===== config.mk =====
export PLATFORM = sky130hd
export DESIGN_NAME = matvec_engine
export DESIGN_NICKNAME = d
export VERILOG_FILES = /design/src/rtl/matvec_pkg.sv /design/src/rtl/matvec_engine_mac_lane.sv /design/src/rtl/matvec_engine.sv
export SDC_FILE = /design/constraint.sdc
export NUM_CORES = 2
export LEC_CHECK = 0
export CAP_MARGIN = 20
export CORE_UTILIZATION = 58
export CTS_CLUSTER_DIAMETER = 80
export DETAILED_ROUTE_END_ITERATION = 6
export GPL_ROUTABILITY_DRIVEN = 0
export HOLD_SLACK_MARGIN = 0.12
export PLACE_DENSITY = 0.88
export SLEW_MARGIN = 20
export SYNTH_ARGS = -nofsm -noshare
export SYNTH_HDL_FRONTEND = slang
export SYNTH_SLANG_ARGS = --single-unit

===== constraint.sdc =====
create_clock -name clk -period 5.3 [get_ports clk]
set_input_delay 1.325 -clock clk [delete_from_list [all_inputs] [get_ports clk]]
set_output_delay 1.325 -clock clk [all_outputs]
set_load 0.02 [all_outputs]

===== src/rtl/matvec_pkg.sv =====
// Shared types and helpers for the matrix-vector engine: controller state
// encoding and a generic sign/zero extension used by the MAC lanes.
package matvec_pkg;

    typedef enum logic [1:0] {
        IDLE,
        FETCH,
        CALC,
        DONE
    } state_e;

    // Widest value the extension helper handles; callers cast the result down.
    localparam int EXT_W = 128;

    // Extend the low w bits of v to EXT_W bits, replicating bit w-1 when is_signed.
    function automatic logic [EXT_W-1:0] extend_val(
        input logic [EXT_W-1:0] v,
        input int               w,
        input logic             is_signed
    );
        logic [EXT_W-1:0] r;
        logic             fill;
        fill = is_signed & v[7'(w - 1)];
        for (int i = 0; i < EXT_W; i++) begin
            r[7'(i)] = (i < w) ? v[7'(i)] : fill;
        end
        return r;
    endfunction

endpackage


===== src/rtl/matvec_engine_mac_lane.sv =====
// One multiply-accumulate lane: acc += ext(a*b), wrapping at ACC_WIDTH bits.
// clr takes priority over en so a fresh run always starts from zero.
module mac_lane
    import matvec_pkg::*;
#(
    parameter int DATA_WIDTH = 8,
    parameter int ACC_WIDTH  = 24,
    parameter int SIGNED     = 0
) (
    input  logic                  clk,
    input  logic                  rst_n,
    input  logic                  en_i,
    input  logic                  clr_i,
    input  logic [DATA_WIDTH-1:0] a_i,
    input  logic [DATA_WIDTH-1:0] b_i,
    output logic [ACC_WIDTH-1:0]  acc_o
);

    localparam int PW = 2 * DATA_WIDTH;

    logic [PW-1:0]        prod;
    logic [ACC_WIDTH-1:0] prod_ext;
    logic [ACC_WIDTH-1:0] acc_q;
    logic [ACC_WIDTH-1:0] acc_d;

    generate
        if (SIGNED != 0) begin : g_signed
            assign prod = PW'($signed(a_i)) * PW'($signed(b_i));
        end else begin : g_unsigned
            assign prod = PW'(a_i) * PW'(b_i);
        end
    endgenerate

    assign prod_ext = ACC_WIDTH'(extend_val(EXT_W'(prod), PW, SIGNED != 0));

    always_comb begin
        acc_d = acc_q;
        if (clr_i) begin
            acc_d = '0;
        end else if (en_i) begin
            acc_d = acc_q + prod_ext;
        end
    end

    always_ff @(posedge clk or negedge rst_n) begin
        if (!rst_n) begin
            acc_q <= '0;
        end else begin
            acc_q <= acc_d;
        end
    end

    assign acc_o = acc_q;

endmodule


===== src/rtl/matvec_engine.sv =====
// Matrix-vector engine: fetches B then the ROWS rows of A over an Avalon-MM
// pipelined read master, then runs ROWS MAC lanes for COLS cycles.
module matvec_engine
    import matvec_pkg::*;
#(
    parameter int ROWS       = 8,
    parameter int COLS       = 8,
    parameter int DATA_WIDTH = 8,
    parameter int ACC_WIDTH  = 24,
    parameter int ADDR_WIDTH = 32,
    parameter int SIGNED     = 0,
    localparam int SEL_W     = (ROWS > 1) ? $clog2(ROWS) : 1,
    localparam int WORD_W    = COLS * DATA_WIDTH
) (
    input  logic                  clk,
    input  logic                  rst_n,
    input  logic                  start,
    input  logic                  accumulate,
    input  logic [ADDR_WIDTH-1:0] base_addr,
    output logic                  busy,
    output logic                  done,
    output logic [ADDR_WIDTH-1:0] avm_address,
    output logic                  avm_read,
    input  logic [WORD_W-1:0]     avm_readdata,
    input  logic                  avm_readdatavalid,
    input  logic                  avm_waitrequest,
    input  logic [SEL_W-1:0]      res_sel,
    output logic [ACC_WIDTH-1:0]  res_data
);

    localparam int NREQ  = ROWS + 1;
    localparam int CNT_W = $clog2(NREQ + 1);
    localparam int K_W   = (COLS > 1) ? $clog2(COLS) : 1;
    localparam int LSB_W = (WORD_W > 1) ? $clog2(WORD_W) : 1;

    state_e                 state_q;
    logic [ADDR_WIDTH-1:0]  addr_q;
    logic                   rd_q;
    logic                   busy_q;
    logic                   done_q;
    logic [CNT_W-1:0]       req_cnt_q;
    logic [CNT_W-1:0]       rsp_cnt_q;
    logic [K_W-1:0]         k_q;
    logic [WORD_W-1:0]      b_buf_q;
    logic [WORD_W-1:0]      a_buf_q [ROWS];

    logic [SEL_W-1:0]       a_row_idx;
    logic [LSB_W-1:0]       elem_lsb;
    logic [DATA_WIDTH-1:0]  b_elem;
    logic                   mac_en;
    logic                   mac_clr;
    logic [ACC_WIDTH-1:0]   acc [ROWS];

    // Response 0 is B; response r+1 lands in A row r.
    assign a_row_idx = SEL_W'(rsp_cnt_q - CNT_W'(1));
    // Element 0 sits in the MSBs of each word.
    assign elem_lsb  = LSB_W'((COLS - 1 - int'(k_q)) * DATA_WIDTH);
    assign b_elem    = b_buf_q[elem_lsb +: DATA_WIDTH];
    assign mac_en    = (state_q == CALC);
    // accumulate only matters at the accepted start, so it drives the clear directly.
    assign mac_clr   = (state_q == IDLE) && start && !accumulate;

    always_ff @(posedge clk or negedge rst_n) begin
        if (!rst_n) begin
            state_q   <= IDLE;
            addr_q    <= '0;
            rd_q      <= 1'b0;
            busy_q    <= 1'b0;
            done_q    <= 1'b0;
            req_cnt_q <= '0;
            rsp_cnt_q <= '0;
            k_q       <= '0;
            b_buf_q   <= '0;
            for (int r = 0; r < ROWS; r++) begin
                a_buf_q[r] <= '0;
            end
        end else begin
            done_q <= 1'b0;
            case (state_q)
                IDLE: begin
                    if (start) begin
                        state_q   <= FETCH;
                        busy_q    <= 1'b1;
                        rd_q      <= 1'b1;
                        addr_q    <= base_addr;
                        req_cnt_q <= '0;
                        rsp_cnt_q <= '0;
                        k_q       <= '0;
                    end
                end
                FETCH: begin
                    if (rd_q && !avm_waitrequest) begin
                        addr_q    <= addr_q + 1'b1;
                        req_cnt_q <= req_cnt_q + 1'b1;
                        if (req_cnt_q == CNT_W'(ROWS)) begin
                            rd_q <= 1'b0;
                        end
                    end
                    if (avm_readdatavalid && (rsp_cnt_q < CNT_W'(NREQ))) begin
                        rsp_cnt_q <= rsp_cnt_q + 1'b1;
                        if (rsp_cnt_q == '0) begin
                            b_buf_q <= avm_readdata;
                        end else begin
                            a_buf_q[a_row_idx] <= avm_readdata;
                        end
                        if (rsp_cnt_q == CNT_W'(ROWS)) begin
                            state_q <= CALC;
                        end
                    end
                end
                CALC: begin
                    k_q <= k_q + 1'b1;
                    if (k_q == K_W'(COLS - 1)) begin
                        state_q <= DONE;
                        busy_q  <= 1'b0;
                        done_q  <= 1'b1;
                    end
                end
                DONE: begin
                    state_q <= IDLE;
                end
                default: begin
                    state_q <= IDLE;
                end
            endcase
        end
    end

    generate
        for (genvar gi = 0; gi < ROWS; gi++) begin : g_lane
            mac_lane #(
                .DATA_WIDTH (DATA_WIDTH),
                .ACC_WIDTH  (ACC_WIDTH),
                .SIGNED     (SIGNED)
            ) u_lane (
                .clk   (clk),
                .rst_n (rst_n),
                .en_i  (mac_en),
                .clr_i (mac_clr),
                .a_i   (a_buf_q[gi][elem_lsb +: DATA_WIDTH]),
                .b_i   (b_elem),
                .acc_o (acc[gi])
            );
        end
    endgenerate

    assign res_data    = (int'(res_sel) < ROWS) ? acc[res_sel] : '0;
    assign busy        = busy_q;
    assign done        = done_q;
    assign avm_read    = rd_q;
    assign avm_address = addr_q;

endmodule


==> results of run 1 <==
## per-layer routing
| layer | GRT usage | overflow |
|---|---|---|
| met5 | 0.450 | 0 |
| met4 | 0.651 | 49 |
| met3 | 0.581 | 7 |
| met2 | 0.800 | 77 |
| met1 | 0.633 | 8 |
## per-stage QoR
| stage | hold WS, ns | cell area [µm²] | setup slack, ns | TNS, ns |
|---|---|---|---|---|
| floorplan | 0.452 | 60500 | -0.144 | -1.60 |
| global placement | 0.463 | 67200 | -0.464 | -33.53 |
| detailed placement | 0.483 | 67200 | -0.691 | -52.39 |
| CTS | 0.496 | 72100 | -0.620 | -44.39 |
## logic make-up after synthesis
family	count (synthesis)
AOI/OAI and AO/OA	538
xor gates and xnor gates	96
adders and majority gates	739
buffers and inverters	1047
DFF	816
muxes	992
and+or+nand+nor	1155
## what timing repair did
action,CTS
setup endpoints to repair,130
resized for setup,255
setup buffers,57
hold buffers,0
gates cloned,7
pin swaps,79
==> results by group, run 1 <==
Run status
  • Outcome: stopped before the end
  • Fail Step: global routing (5_1_grt)
  • Error: [ERROR GRT-0232] Routing congestion too high. Check the congestion heatmap in the GUI.

Die
  • Std cell rows: 117
  • Initial Util: 0.587
  • Die Ht: 324 µm
  • Top Ports: 164
  • Chip width: 324 µm

GRT
  • Total GRT Usage: 0.667
  • Pin count of the biggest net entering global routing: 112
  • Gr ovfl total: 141
  • Initial antenna violation count: 71

Yosys
  • Register area share after synthesis: 0.340
  • Netlist Area Pre-Place: 60000 µm²
  • Compound-Gate Fraction of Synth Area: 0.0571
  • Netlist cell types: 97
  • EDFF count, synth: 0
  • Post-synthesis net count: 6227
  • Synth Area in Adders: 0.204
  • Synth area leader: dfrtp_1
  • Post-synth top flop: dfrtp_1
  • Simple-Gate Fraction of Synth Area: 0.0883
  • Synth area leaders: dfrtp_1 34%, fa_1 13%, mux2_2 11%, mux4_2 7.2%, ha_1 7.1%
  • Mux cell area share after synthesis: 0.225
  • Avg Inst Size Synth: 11.2 µm²
  • Most frequent cell after synthesis: dfrtp_1
  • Largest family of logic cells by synthesized area: multiplexers
  • Gate count of the mapped netlist: 5383
  • Synthesized flop and latch total: 816
  • XOR/XNOR share of the synthesized area: 0.0140
  • Top cells by count, synth: 816 x dfrtp_1, 814 x inv_1, 611 x mux2_2
  • Yosys top cell area share: 0.340
  • FFs w/ async S/R, synth: 1.00
  • Synth warnings: 0

Timing
  • Worst-path endpoint category: register data pin
  • Critical endpoint after global-route timing repair: g_lane[3].u_lane.acc_o[23]$_DFFE_PN0P_/D

Placement
  • Placed instance count: 7185
  • DP HPWL: 132 mm
  • Port Buffers: 163

Clock network
  • CTS buffer count: 89
  • Clock Tree Buf Depth: 3
  • CTS sink cnt: 816
  • Root buf cell: clkbuf_16
  • H-Tree Depth: 3
==> run 2, diff against run 1 <==
Settings changed: CORE_UTILIZATION 58 to 40, CTS_CLUSTER_DIAMETER 80 to default, HOLD_SLACK_MARGIN 0.12 to default, PLACE_DENSITY 0.88 to default, PLACE_DENSITY_LB_ADDON from default to 0.15.
Clock period 5.3 ns to 6.9 ns, I/O delays scaled along.
==> run 2 against run 1 <==
Against the previous run:
- the flow now finishes without violations
- synthesized cell count unchanged
- area after synthesis unchanged
==> results by group, run 2 <==
Run status
  • Outcome: completed

Die
  • Die ar.: 152000 µm²
  • Initial Util: 0.405 (-0.183)
  • Core area: 148000 µm²
  • Top Ports: 164 (unchanged)
  • Die Ht: 389 µm (+20%)
  • Std cell rows: 141 (+21%)
  • Chip width: 389 µm (+20%)

Yosys
  • Netlist Area Pre-Place: 60000 µm² (unchanged)
  • Synth warnings: 0 (unchanged)
  • EDFF count, synth: 0 (unchanged)
  • Gate count of the mapped netlist: 5383 (unchanged)
  • Top cells by count, synth: 816 x dfrtp_1, 814 x inv_1, 611 x mux2_2
  • FFs w/ async S/R, synth: 1.00 (unchanged)
  • Yosys top cell area share: 0.340 (unchanged)
  • Synthesized flop and latch total: 816 (unchanged)
  • Synth area leaders: dfrtp_1 34%, fa_1 13%, mux2_2 11%, mux4_2 7.2%, ha_1 7.1%
  • Register area share after synthesis: 0.340 (unchanged)
  • Synth area leader: dfrtp_1
  • Avg Inst Size Synth: 11.2 µm² (unchanged)
  • Netlist cell types: 97 (unchanged)
  • Most frequent cell after synthesis: dfrtp_1
  • Post-synth top flop: dfrtp_1
  • Post-synthesis net count: 6227 (unchanged)

Detailed routing
  • Residual DRC: 0
  • Iteration-0 DRC count of the detailed router: 2378
  • 1st-pass router iterations: 7
  • Post-DR wirelength/cell: 22.9 µm
  • Final wirelength: 175 mm
  • Antenna-violating nets left: 0
  • Vias post-DR: 40331
  • Drt via density: 5.27

Timing
  • Setup TNS Final: 0 ns
  • RSZ-0062 raised after global routing: no
  • Slew of the pin with the lowest slew margin: 1.08 ns
  • Clk_skew: 0.0576 ns
  • F_max: 152 MHz
  • Finish-stage setup viols: 0
  • Slew Limit Fails: 0
  • Fin crit period: 6.57 ns
  • Hold WS: 0.477 ns
  • Final hold violations: 0
  • Max transition margin: 0.277
  • Period utilization: 0.952

Worst setup path
  • Max FO, Critical Path: 40
  • Critical path arrival: 7.19 ns
  • CP Cell Sequence: buf_12 -> mux4_2 -> mux2i_4 -> nor2_1 -> fa_1 -> fa_1 -> fa_1 -> inv_1 -> fa_1 -> inv_1 -> ha_1 -> o211ai_1 -> a21oi_1 -> o21ai_1 -> buf_4 -> a21boi_1 -> a41oi_1 -> or3_1 -> a21oi_1
  • Slowest CP cell: mux4_2
  • CP max stage delay: 0.64 ns
  • CP endpoint kind: register
  • Crit-path most repeated cell: fa_1
  • Kind of critical path: register to register
  • CP Data Required Time: 7.52 ns
  • Startpoint types: register

Clock network
  • CTS tree: done
  • Root buf cell: clkbuf_16
  • Worst-skew pair later-pin latency: 0.75 ns
  • H-Tree Depth: 3 (unchanged)
  • Setup bufs post-CTS: 0 (-100%)
  • Resized cells post-CTS: 0 (-100%)
  • CTS buffer count: 97 (+9.0%)
  • Hold_buf cts: 0 (unchanged)
  • Clock Tree Buf Depth: 3 (unchanged)
  • CTS clk-pin slew, worst paths: 0.06 ns
  • CTS sink cnt: 816 (unchanged)

Run
  • Max-cap violations: 0

Cells and area
  • Design Area, Final: 68100 µm²
  • Max reg flops: 512
  • Area grow syn2layout: 13.4%
  • Fillcell total: 13868
  • Final core utilization: 0.459
  • Nets@finish: 6418
  • Layout cells sized above 1: 0.227
  • Most frequent cells in the layout: 813 x inv_1, 813 x dfrtp_1, 611 x mux2_2
  • Top reg by flops: a_buf_q

Worst hold path
  • Worst hold-check path type: register to register

Placement
  • DP HPWL: 129 mm (-2.2%)
  • DP Area: 64600 µm² (-3.8%)
  • Port Buffers: 163 (unchanged)

GRT
  • Vias in the first global route: 41962
  • Pin count of the biggest net entering global routing: 149
  • Initial antenna violation count: 10
  • Total GRT Usage: 0.236
  • First-pass GRT wire length: 270 mm
  • Gr ovfl total: 0
run 2: cell counts after synthesis:
Identical to the previous run, type by type.
run 2: cell type report:
type	count	area, µm²	area share
inverter	814	3060	0.0449
clock buffer	139	2880	0.0423
timing repair buffer	325	3200	0.0469
tap	2002	2500	0.0368
clock inverter	38	537	0.00789
sequential	816	20400	0.300
antenna	2	5.00	0.0000735
multi-input combinational	3520	35500	0.521
run 2: critical path, delay by kind of cell (launching register included):
family,cells,cell delay (ns)
simple gates,2,0.61
fa+ha+maj,5,2.37
compound gates,6,1.16
buf+inv,4,0.57
mux,2,1.25
flops,1,0.44
run 2: cells by family (layout without fill, tap and decap cells):
family | count (synthesis) | count (layout) | synth area share
xor gates and xnor gates | 96 | 96 | 0.0140
AOI/OAI and AO/OA | 538 | 538 | 0.0571
adders and majority gates | 739 | 739 | 0.204
buffers and inverters | 1047 | 1316 | 0.0715
muxes | 992 | 992 | 0.225
and+or+nand+nor | 1155 | 1155 | 0.0883
DFF | 816 | 816 | 0.340
other | 0 | 2 | 0
run 2: routing by layer:
| layer | part of all wire | vias up | track usage |
|---|---|---|---|
| li1 | - | 18466 | - |
| met1 | 0.46 | 20900 | 0.332 |
| met2 | 0.47 | 786 | 0.385 |
| met3 | 0.045 | 177 | 0.0329 |
| met4 | 0.022 | 2 | 0.0533 |
| met5 | 0.000063 | - | 0 |
run 2: path summary, 6_finish.rpt:
path | startpoint | end | slack, ns | cells after the start
max in group asynchronous | rst_n | k_q[2] | 4.43 | 2
worst min register to register | req_cnt_q[3] | req_cnt_q[3] | 0.48 | 1
worst max-delay path | k_q[0] | g_lane[3].u_lane.acc_o[23] | 0.33 | 19
worst min-delay path | req_cnt_q[3] | req_cnt_q[3] | 0.48 | 1
worst max register to register | k_q[0] | g_lane[3].u_lane.acc_o[23] | 0.33 | 19
min in group asynchronous | rst_n | g_lane[5].u_lane.acc_o[22] | 1.02 | 1
run 2: stage by stage:
| stage | setup slack [ns] | cells |
|---|---|---|
| after detailed placement | 0.380 | 7476 |
| final | 0.331 | 7656 |
| after floorplan | 1.24 | 5383 |
| after CTS | 0.308 | 7653 |
| after global routing | 0.0634 | 7655 |
| after global placement | 0.446 | 7475 |
Power of run 2 is not shown: default switching activity piles up to over one toggle a cycle in this logic, so the estimate is an artifact.
